File: src/rtl/branch_resolve_queue.sv
// rtl/branch_resolve_queue.sv - branch/jump resolver with a buffered resolution queue toward the frontend
//
// Purpose:
//   Resolves conditional branches, JAL and JALR ops (target, link value, taken,
//   mispredict, misaligned-target exception, cf type and expected JIT domain),
//   pushes each resolution into a DEPTH-entry FIFO and drains the FIFO to the
//   frontend (PC gen / BHT / BTB) under valid/ready backpressure. After a
//   mispredicting or faulting op is queued, younger ops are accepted and
//   discarded until flush_i.
//
// Ports:
//   clk_i, rst_i (async, active-high), flush_i (empty FIFO, leave squash)
//   in_valid_i / in_ready_o            op handshake
//   in_branch_i, in_regjump_i, in_domchg_i, in_cmp_i, in_rvc_i   op kind/flags
//   in_pc_i, in_opa_i, in_imm_i, in_paddr_i                      addresses
//   in_pcf_i (0 NoCF, 1 Branch, 2 Jump, 3 JumpR, 4 Return)       predicted cf
//   in_curdom_i, in_datadom_i, in_tag_i                          domain / tag
//   out_valid_o / out_ready_i          FIFO head handshake
//   out_pc_o, out_target_o, out_link_o, out_taken_o, out_misp_o,
//   out_exc_o, out_cf_o, out_expdom_o, out_tag_o                 head fields
//
// Optional feature (macro BRQ_STATS_EN):
//   adds stat_resolved_o / stat_misp_o, saturating pop counters cleared only by reset.

module branch_resolve_queue #(
  parameter int VLEN  = 64,
  parameter int DEPTH = 4,
  parameter int DOM_W = 4,
  parameter int TAG_W = 3
) (
  input  logic             clk_i,
  input  logic             rst_i,
  input  logic             flush_i,
  input  logic             in_valid_i,
  output logic             in_ready_o,
  input  logic             in_branch_i,
  input  logic             in_regjump_i,
  input  logic             in_domchg_i,
  input  logic             in_cmp_i,
  input  logic             in_rvc_i,
  input  logic [VLEN-1:0]  in_pc_i,
  input  logic [VLEN-1:0]  in_opa_i,
  input  logic [VLEN-1:0]  in_imm_i,
  input  logic [2:0]       in_pcf_i,
  input  logic [VLEN-1:0]  in_paddr_i,
  input  logic [DOM_W-1:0] in_curdom_i,
  input  logic [DOM_W-1:0] in_datadom_i,
  input  logic [TAG_W-1:0] in_tag_i,
  output logic             out_valid_o,
  input  logic             out_ready_i,
  output logic [VLEN-1:0]  out_pc_o,
  output logic [VLEN-1:0]  out_target_o,
  output logic [VLEN-1:0]  out_link_o,
  output logic             out_taken_o,
  output logic             out_misp_o,
  output logic             out_exc_o,
  output logic [2:0]       out_cf_o,
  output logic [DOM_W-1:0] out_expdom_o,
  output logic [TAG_W-1:0] out_tag_o
`ifdef BRQ_STATS_EN
  ,
  output logic [31:0]      stat_resolved_o,
  output logic [31:0]      stat_misp_o
`endif
);

  localparam int          PW       = (DEPTH > 1) ? $clog2(DEPTH) : 1;
  localparam logic [PW:0] FULL_CNT = (PW + 1)'(DEPTH);

  localparam logic [2:0] CF_NOCF   = 3'd0;
  localparam logic [2:0] CF_BRANCH = 3'd1;
  localparam logic [2:0] CF_JUMPR  = 3'd3;
  localparam logic [2:0] CF_RETURN = 3'd4;

  typedef struct packed {
    logic [VLEN-1:0]  pc;
    logic [VLEN-1:0]  target;
    logic [VLEN-1:0]  link;
    logic             taken;
    logic             misp;
    logic             exc;
    logic [2:0]       cf;
    logic [DOM_W-1:0] expdom;
    logic [TAG_W-1:0] tag;
  } entry_t;

  typedef enum logic {S_RUN = 1'b0, S_SQUASH = 1'b1} state_t;

  state_t          state_q, state_d;
  entry_t          mem_q [DEPTH];
  entry_t          mem_d [DEPTH];
  entry_t          hold_q, hold_d;
  logic [PW-1:0]   wr_ptr_q, wr_ptr_d;
  logic [PW-1:0]   rd_ptr_q, rd_ptr_d;
  logic [PW:0]     count_q, count_d;

  entry_t          new_e;
  entry_t          head;
  logic [VLEN-1:0] base;
  logic [VLEN-1:0] dest;
  logic [VLEN-1:0] link;
  logic            do_push;
  logic            do_pop;

  // Resolution of the op currently on the input port.
  always_comb begin
    base = in_regjump_i ? in_opa_i : in_pc_i;
    dest = base + in_imm_i;
    if (in_regjump_i) dest[0] = 1'b0;
    link = in_pc_i + (in_rvc_i ? VLEN'(2) : VLEN'(4));

    new_e        = '0;
    new_e.pc     = in_pc_i;
    new_e.link   = link;
    new_e.tag    = in_tag_i;
    new_e.taken  = in_branch_i ? in_cmp_i : 1'b1;
    new_e.target = (in_branch_i && !in_cmp_i) ? link : dest;
    // Fall-through (link) is always aligned enough, so only a taken target can fault.
    new_e.exc    = dest[0] & new_e.taken;
    new_e.cf     = in_pcf_i;
    new_e.expdom = in_curdom_i;
    new_e.misp   = 1'b0;
    if (in_branch_i) begin
      new_e.cf   = CF_BRANCH;
      new_e.misp = in_cmp_i != (in_pcf_i == CF_BRANCH);
    end else if (in_regjump_i && ((in_pcf_i == CF_NOCF) || (dest != in_paddr_i))) begin
      new_e.misp   = 1'b1;
      new_e.cf     = (in_pcf_i == CF_RETURN) ? CF_RETURN : CF_JUMPR;
      new_e.expdom = in_domchg_i ? in_datadom_i : in_curdom_i;
    end
  end

  // FSM state register.
  always_ff @(posedge clk_i or posedge rst_i) begin
    if (rst_i) state_q <= S_RUN;
    else       state_q <= state_d;
  end

  // FSM next state. do_push already excludes flush cycles.
  always_comb begin
    state_d = state_q;
    case (state_q)
      S_RUN:    if (do_push && (new_e.misp || new_e.exc)) state_d = S_SQUASH;
      S_SQUASH: if (flush_i) state_d = S_RUN;
      default:  state_d = S_RUN;
    endcase
  end

  // FSM outputs and handshake decode. In SQUASH every op is accepted and dropped.
  always_comb begin
    out_valid_o = (count_q != '0);
    in_ready_o  = (count_q < FULL_CNT) || (out_valid_o && out_ready_i) || (state_q == S_SQUASH);
    do_pop      = out_valid_o && out_ready_i && !flush_i;
    do_push     = in_valid_i && in_ready_o && !flush_i && (state_q == S_RUN);
  end

  // FIFO bookkeeping; pointers wrap naturally because DEPTH is a power of two.
  always_comb begin
    mem_d    = mem_q;
    wr_ptr_d = wr_ptr_q;
    rd_ptr_d = rd_ptr_q;
    count_d  = count_q;
    hold_d   = hold_q;
    if (flush_i) begin
      wr_ptr_d = '0;
      rd_ptr_d = '0;
      count_d  = '0;
    end else begin
      if (do_push) begin
        mem_d[wr_ptr_q] = new_e;
        wr_ptr_d        = wr_ptr_q + PW'(1);
      end
      if (do_pop) begin
        hold_d   = mem_q[rd_ptr_q];
        rd_ptr_d = rd_ptr_q + PW'(1);
      end
      case ({do_push, do_pop})
        2'b10:   count_d = count_q + (PW + 1)'(1);
        2'b01:   count_d = count_q - (PW + 1)'(1);
        default: count_d = count_q;
      endcase
    end
  end

  always_ff @(posedge clk_i or posedge rst_i) begin
    if (rst_i) begin
      for (int i = 0; i < DEPTH; i++) mem_q[i] <= '0;
      hold_q   <= '0;
      wr_ptr_q <= '0;
      rd_ptr_q <= '0;
      count_q  <= '0;
    end else begin
      mem_q    <= mem_d;
      hold_q   <= hold_d;
      wr_ptr_q <= wr_ptr_d;
      rd_ptr_q <= rd_ptr_d;
      count_q  <= count_d;
    end
  end

  // When empty the outputs keep showing the last popped entry.
  assign head         = out_valid_o ? mem_q[rd_ptr_q] : hold_q;
  assign out_pc_o     = head.pc;
  assign out_target_o = head.target;
  assign out_link_o   = head.link;
  assign out_taken_o  = head.taken;
  assign out_misp_o   = head.misp;
  assign out_exc_o    = head.exc;
  assign out_cf_o     = head.cf;
  assign out_expdom_o = head.expdom;
  assign out_tag_o    = head.tag;

`ifdef BRQ_STATS_EN
  logic [31:0] stat_resolved_q, stat_resolved_d;
  logic [31:0] stat_misp_q, stat_misp_d;

  always_comb begin
    stat_resolved_d = stat_resolved_q;
    stat_misp_d     = stat_misp_q;
    if (do_pop && (stat_resolved_q != '1)) stat_resolved_d = stat_resolved_q + 32'd1;
    if (do_pop && mem_q[rd_ptr_q].misp && (stat_misp_q != '1)) stat_misp_d = stat_misp_q + 32'd1;
  end

  // Flush deliberately leaves these alone; only reset clears them.
  always_ff @(posedge clk_i or posedge rst_i) begin
    if (rst_i) begin
      stat_resolved_q <= '0;
      stat_misp_q     <= '0;
    end else begin
      stat_resolved_q <= stat_resolved_d;
      stat_misp_q     <= stat_misp_d;
    end
  end

  assign stat_resolved_o = stat_resolved_q;
  assign stat_misp_o     = stat_misp_q;
`endif

endmodule

File: config.mk
export PLATFORM = sky130hd
export DESIGN_NAME = branch_resolve_queue
export DESIGN_NICKNAME = d
export VERILOG_FILES = /design/src/rtl/branch_resolve_queue.sv
export SDC_FILE = /design/constraint.sdc
export NUM_CORES = 2
export LEC_CHECK = 0
export CORE_UTILIZATION = 35
export CTS_CLUSTER_SIZE = 40
export DETAILED_ROUTE_END_ITERATION = 8
export PLACE_DENSITY = 0.58
export SLEW_MARGIN = 20
export SYNTH_ARGS = -nofsm -noshare
export SYNTH_HDL_FRONTEND = slang
export SYNTH_SLANG_ARGS = --single-unit
export TNS_END_PERCENT = 20
File: constraint.sdc
create_clock -name clk_i -period 67.8 [get_ports clk_i]
set_clock_uncertainty 0.05 [all_clocks]
set_input_delay 13.56 -clock clk_i [delete_from_list [all_inputs] [get_ports clk_i]]
set_output_delay 13.56 -clock clk_i [all_outputs]
set_load 0.01 [all_outputs]
# Yosys cells after proc, flatten, opt, wreduce, memory -nomap -nowiden
# Cells that the tools add are included.
[op_classes] addsub=6 reduce_logical=22 bitwise=5 n_mux=28 n_lt_le_gt_ge=4 eq_ne=6
[op_table] op="$bwmux W820" n=1
[op_table] op="$mux W205" n=4
[op_table] op="$bmux W205 S2" n=1
[op_table] op="$demux W205 S2" n=1
[op_table] op="$mux W64" n=2
[op_table] op="$add A64 B3 Y64" n=1
[op_table] op="$add A64 B64 Y64" n=1
[op_table] op="$ne A64 B64 Y1" n=1
[op_table] op="$mux W3" n=4
[op_table] op="$logic_and A1 B1 Y1" n=9
[op_table] op="$mux W2" n=4
[op_table] op="$mux W4" n=2
[op_table] op="$mux W7" n=1
[op_table] op="$ge A3 B3 Y1 const B" n=2
[op_table] op="$mux W1" n=6
[op_table] op="$not A2 Y3" n=2
[op_table] op="$pmux W3 S2" n=1
[op_table] op="$reduce_bool A3 Y1" n=2
[op_table] op="$add A2 B1 Y2 const B" n=2
[op_table] op="$logic_or A1 B1 Y1" n=4
[op_table] op="$reduce_and A2 Y1" n=2
[op_table] op="$reduce_bool A2 Y1" n=2
[op_table] op="$add A3 B1 Y3 const B" n=1
[op_table] op="$eq A3 B1 Y1 const B" n=1
[op_table] op="other kinds (12)" n=14
[word_totals] regBits=1033 in_bits=280 out_inout_bits=207 elab_cells=120

# Depth between registers and ports, before layout
[logic_depth] word_depth=12 mapped_depth=20 mapped_depth_nobuf=17

# Worst setup path after synthesis
# OpenSTA, ideal clock, no wires.
[synth_path] path_kind="input-to-output" startpoint="input out_ready_i" endpoint="output in_ready_o" required_time_ns=54.190 arrival_time_ns=13.783 path_slack_ns=40.407 stages=2 n_path_buf=0 path_cell_list="nor2b_1 > nand2_1"
[synth_between] elab_chain_cells=3
[synth_rtl] element="start: declaration" line="50" rtl="input logic out_ready_i,"
[synth_rtl] element="$logic_and A1 B1 Y1" line="152" rtl="in_ready_o = (count_q < FULL_CNT) || (out_valid_o && out_ready_i) || (state_q == S_SQUASH);"
[synth_rtl] element="$logic_or A1 B1 Y1 (2 in series)" line="152"
[synth_rtl] element="end: declaration" line="35" rtl="output logic in_ready_o,"
# Every way passes these cells.

# Final worst setup path
# Same ends and word-level chain as after synthesis.

==> PnR_summary.wiki <==
{| class="wikitable"
! Metric !! Value
|-
| Top_reg_cell synth || dfrtp_1
|-
| Synth Area per Inst || 11.7 um2
|-
| Routed wire length per instance || 26.4 um
|-
| Post-CTS clock slew at the launch and capture registers of the worst setup and hold paths || 0.06 ns
|-
| GPL Wtd Cong || 0.949
|-
| Multi-input combinational cell area || 0.0262 mm2
|-
| Gates resized, CTS repair || 0
|-
| Grt ovf || 0
|-
| Clk Latency, worst-skew pair || 0.74 ns
|-
| Number of enable-type register cells in the synthesized netlist || 0
|-
| Total number of nets in the final design || 5240
|-
| Area inside the core boundary || 0.150 mm2
|-
| Share of final-layout standard cells stronger than drive strength 1 || 26.3%
|-
| Yosys warns || 0
|-
| Fillers || 14300
|-
| Async S/R FF share, synth || 100%
|-
| CTS root buffer || clkbuf_16
|-
| Rows || 142
|-
| Power density of the placed cells || 45.5 mW/mm2
|-
| Design Area, Final || 0.0637 mm2
|-
| Required @ worst endpoint || 54.19 ns
|-
| Highest clock frequency the design can meet || 0.0353 GHz
|-
| Final period utilization || 41.8%
|-
| Aggregate routed wire length || 185000 um
|-
| Unrepaired setup endpoints after global routing || false
|-
| DRT Pass-1 Iters || 6
|-
| Total global routing track utilization || 24.0%
|-
| Distinct cell type count of the synthesized netlist || 96
|-
| Routed via count || 38500
|-
| Critical path class || input pin to output pin
|-
| Slew at the pin closest to its max-slew limit || 1.15 ns
|-
| Vias in the first global route || 38300
|-
| Synth Net Count || 4927
|-
| H-tree lvl count || 3
|-
| Total placed instance area || 0.0599 mm2
|-
| Startpoint type of the worst setup path || input pin
|-
| Via-to-Cell Ratio || 5.49
|-
| Area share of the largest cell type after synthesis || 48.2%
|-
| Leading post-synthesis cells by cell area || dfrtp_1 (48%), mux2_2 (18%), mux4_2 (8.6%)
|-
| CTS tree || done
|-
| Number of flip-flops and latches in the synthesized netlist || 1028
|-
| Number of max-cap violations || 0
|-
| Hold Crit Class || register to register
|-
| Netlist area before placement || 0.0533 mm2
|-
| Post-layout min period || 28.34 ns
|-
| Count of endpoints failing setup in the final report || 0
|-
| Number of hold buffers added after CTS || 0
|-
| Area Overhead vs Synth || 19.5%
|-
| Placed wire-length estimate after detailed placement || 135000 um
|-
| Floorplan die area || 0.154 mm2
|-
| Clock net sink count || 1028
|-
| Peak supply drop || 35.6 uV
|-
| Data arrival time of the critical path || 14.73 ns
|-
| Buffer count from post-CTS setup fixing || 0
|-
| Worst reg2reg setup slack || 63.23 ns
|-
| Sequential area share after synthesis || 48.2%
|-
| Largest net degree at the start of global routing || 168
|-
| Number of antenna violations at the first check in global routing || 53
|-
| Crit end category || output pin
|-
| Bufs on Longest Clock Path || 3
|-
| Remaining number of nets flagged by the antenna check after routing || 0
|-
| DRC violations left || 0
|-
| CTS Buf Count || 115
|-
| Final Hold Slack || 0.424 ns
|-
| Starting density of the core || 35.4%
|-
| Area of all sequential standard cells || 0.0257 mm2
|-
| First-iteration detailed-routing DRC count || 2990
|-
| Number of slew-limit violations in the final report || 0
|-
| Port Buffers || 486
|-
| DIE HEIGHT || 392 um
|-
| Die Span X || 392 um
|-
| Final hold violation count || 0
|-
| Setup TNS || 0 ns
|-
| Boundary pin count || 487
|-
| Static leakage || 26.7 nW
|-
| Rel. slew slack || 23.0%
|-
| Global-route wire length before repair || 270000 um
|-
| Number of cells produced by synthesis || 4575
|-
| Run status || complete, no violations
|-
| CP max FO || 3
|-
| Synth area leader || dfrtp_1
|}
[per-stage QoR]
stage	total power (W)	utilization (%)	worst slack, ns	std cells
5_1_grt	0.00306	42.3	39.39	6996
6_report	0.00290	42.4	39.46	7010
3_3_place_gp	0.00226	39.8	39.40	6786
4_1_cts	0.00293	42.3	39.46	6991
2_1_floorplan	0.00173	-	25.26	4575
3_5_place_dp	0.00229	39.8	39.46	6786
[registers in the layout (all words and copies together) (netlist names)]
signal	count
rd_ptr_q	2
state_q	1
mem_q	816
count_q	3
hold_q	204
wr_ptr_q	2
[cells in the final DEF (no fill, tap or decap), types with 99 or more instances in the layout]
| master | n |
|---|---|
| dfrtp_1 | 1026 |
| mux2_2 | 836 |
| nand2_1 | 615 |
| o21ai_0 | 544 |
| clkdlybuf4s50_1 | 485 |
| mux4_2 | 204 |
| nor2_1 | 139 |
| a21oi_1 | 123 |
| clkbuf_16 | 117 |
| xnor2_1 | 99 |
[cell usage after synthesis, types with 5 or more instances]
cell / number
mux2_2: 836
or3_1: 10
o21ai_0: 547
nor2_1: 141
nor2b_1: 19
xor2_1: 78
o211ai_1: 10
o21a_1: 13
a211oi_1: 11
dfrtp_1: 1028
inv_1: 35
nand4_1: 55
o21ai_1: 22
nand3_1: 40
buf_1: 50
o21bai_1: 5
nor4_1: 8
buf_2: 32
and3_1: 12
nor3_1: 28
mux2i_1: 17
a31oi_1: 11
or2_2: 5
clkbuf_1: 251
a21o_1: 13
a21oi_1: 123
mux4_2: 204
xnor2_1: 99
and4_1: 20
nand2b_1: 15
ha_1: 69
o2111ai_1: 10
nand2_1: 619
[critical path: stages]
cell             delay, ns
clkdlybuf4s50_1       0.50
nor2b_1               0.07
nand2_1               0.07
clkdlybuf4s50_1       0.53
[layout make-up]
cell class	count	share of cell area [%]
clock inverter	30	0.699
clock buffer	175	5.23
multi-input combinational	3174	41.1
timing repair buffer	534	8.35
antenna	18	0.0707
sequential	1028	40.4
inverter	35	0.218
tap	2016	3.96
[cell families after synthesis]
family	after synthesis	share of synthesized area, %
DFF	1028	48.2
adders and majority gates	72	1.73
xor gates and xnor gates	183	3.15
buffers and inverters	373	2.72
and+or+nand+nor	1014	8.47
AOI/OAI and AO/OA	843	8.96
muxes	1062	26.7
[power by group]
| group | total [W] | switching (W) | internal [W] |
|---|---|---|---|
| clock | 0.000629 | 0.000260 | 0.000369 |
| sequential | 0.00101 | 0.000132 | 0.000874 |
| combinational | 0.00127 | 0.000604 | 0.000662 |
| total | 0.00290 | 0.000996 | 0.00191 |
[per-layer routing]
layer / vias to the layer above / part of all wire, % / GRT usage, %
li1: 17100 / - / -
met1: 19900 / 45 / 33.9
met2: 1158 / 46 / 37.3
met3: 250 / 6.9 / 4.87
met4: 62 / 2.5 / 6.13
met5: - / 0.20 / 0
[final timing paths]
path / startpoint / cells past startpoint / end
setup / recovery: out_ready_i / 4 / in_ready_o
hold / removal: mem_q[116]$_DFFE_PP0P_ / 2 / mem_q[116]$_DFFE_PP0P_
setup reg to reg: rd_ptr_q[0]$_DFFE_PP0P_ / 5 / hold_q[60]$_DFFE_PP0P_
hold reg to reg: mem_q[116]$_DFFE_PP0P_ / 2 / mem_q[116]$_DFFE_PP0P_
max in group asynchronous: rst_i / 6 / hold_q[143]$_DFFE_PP0P_
min in group asynchronous: rst_i / 2 / hold_q[60]$_DFFE_PP0P_
No activity file was read; power rests on OpenSTA's default activity.
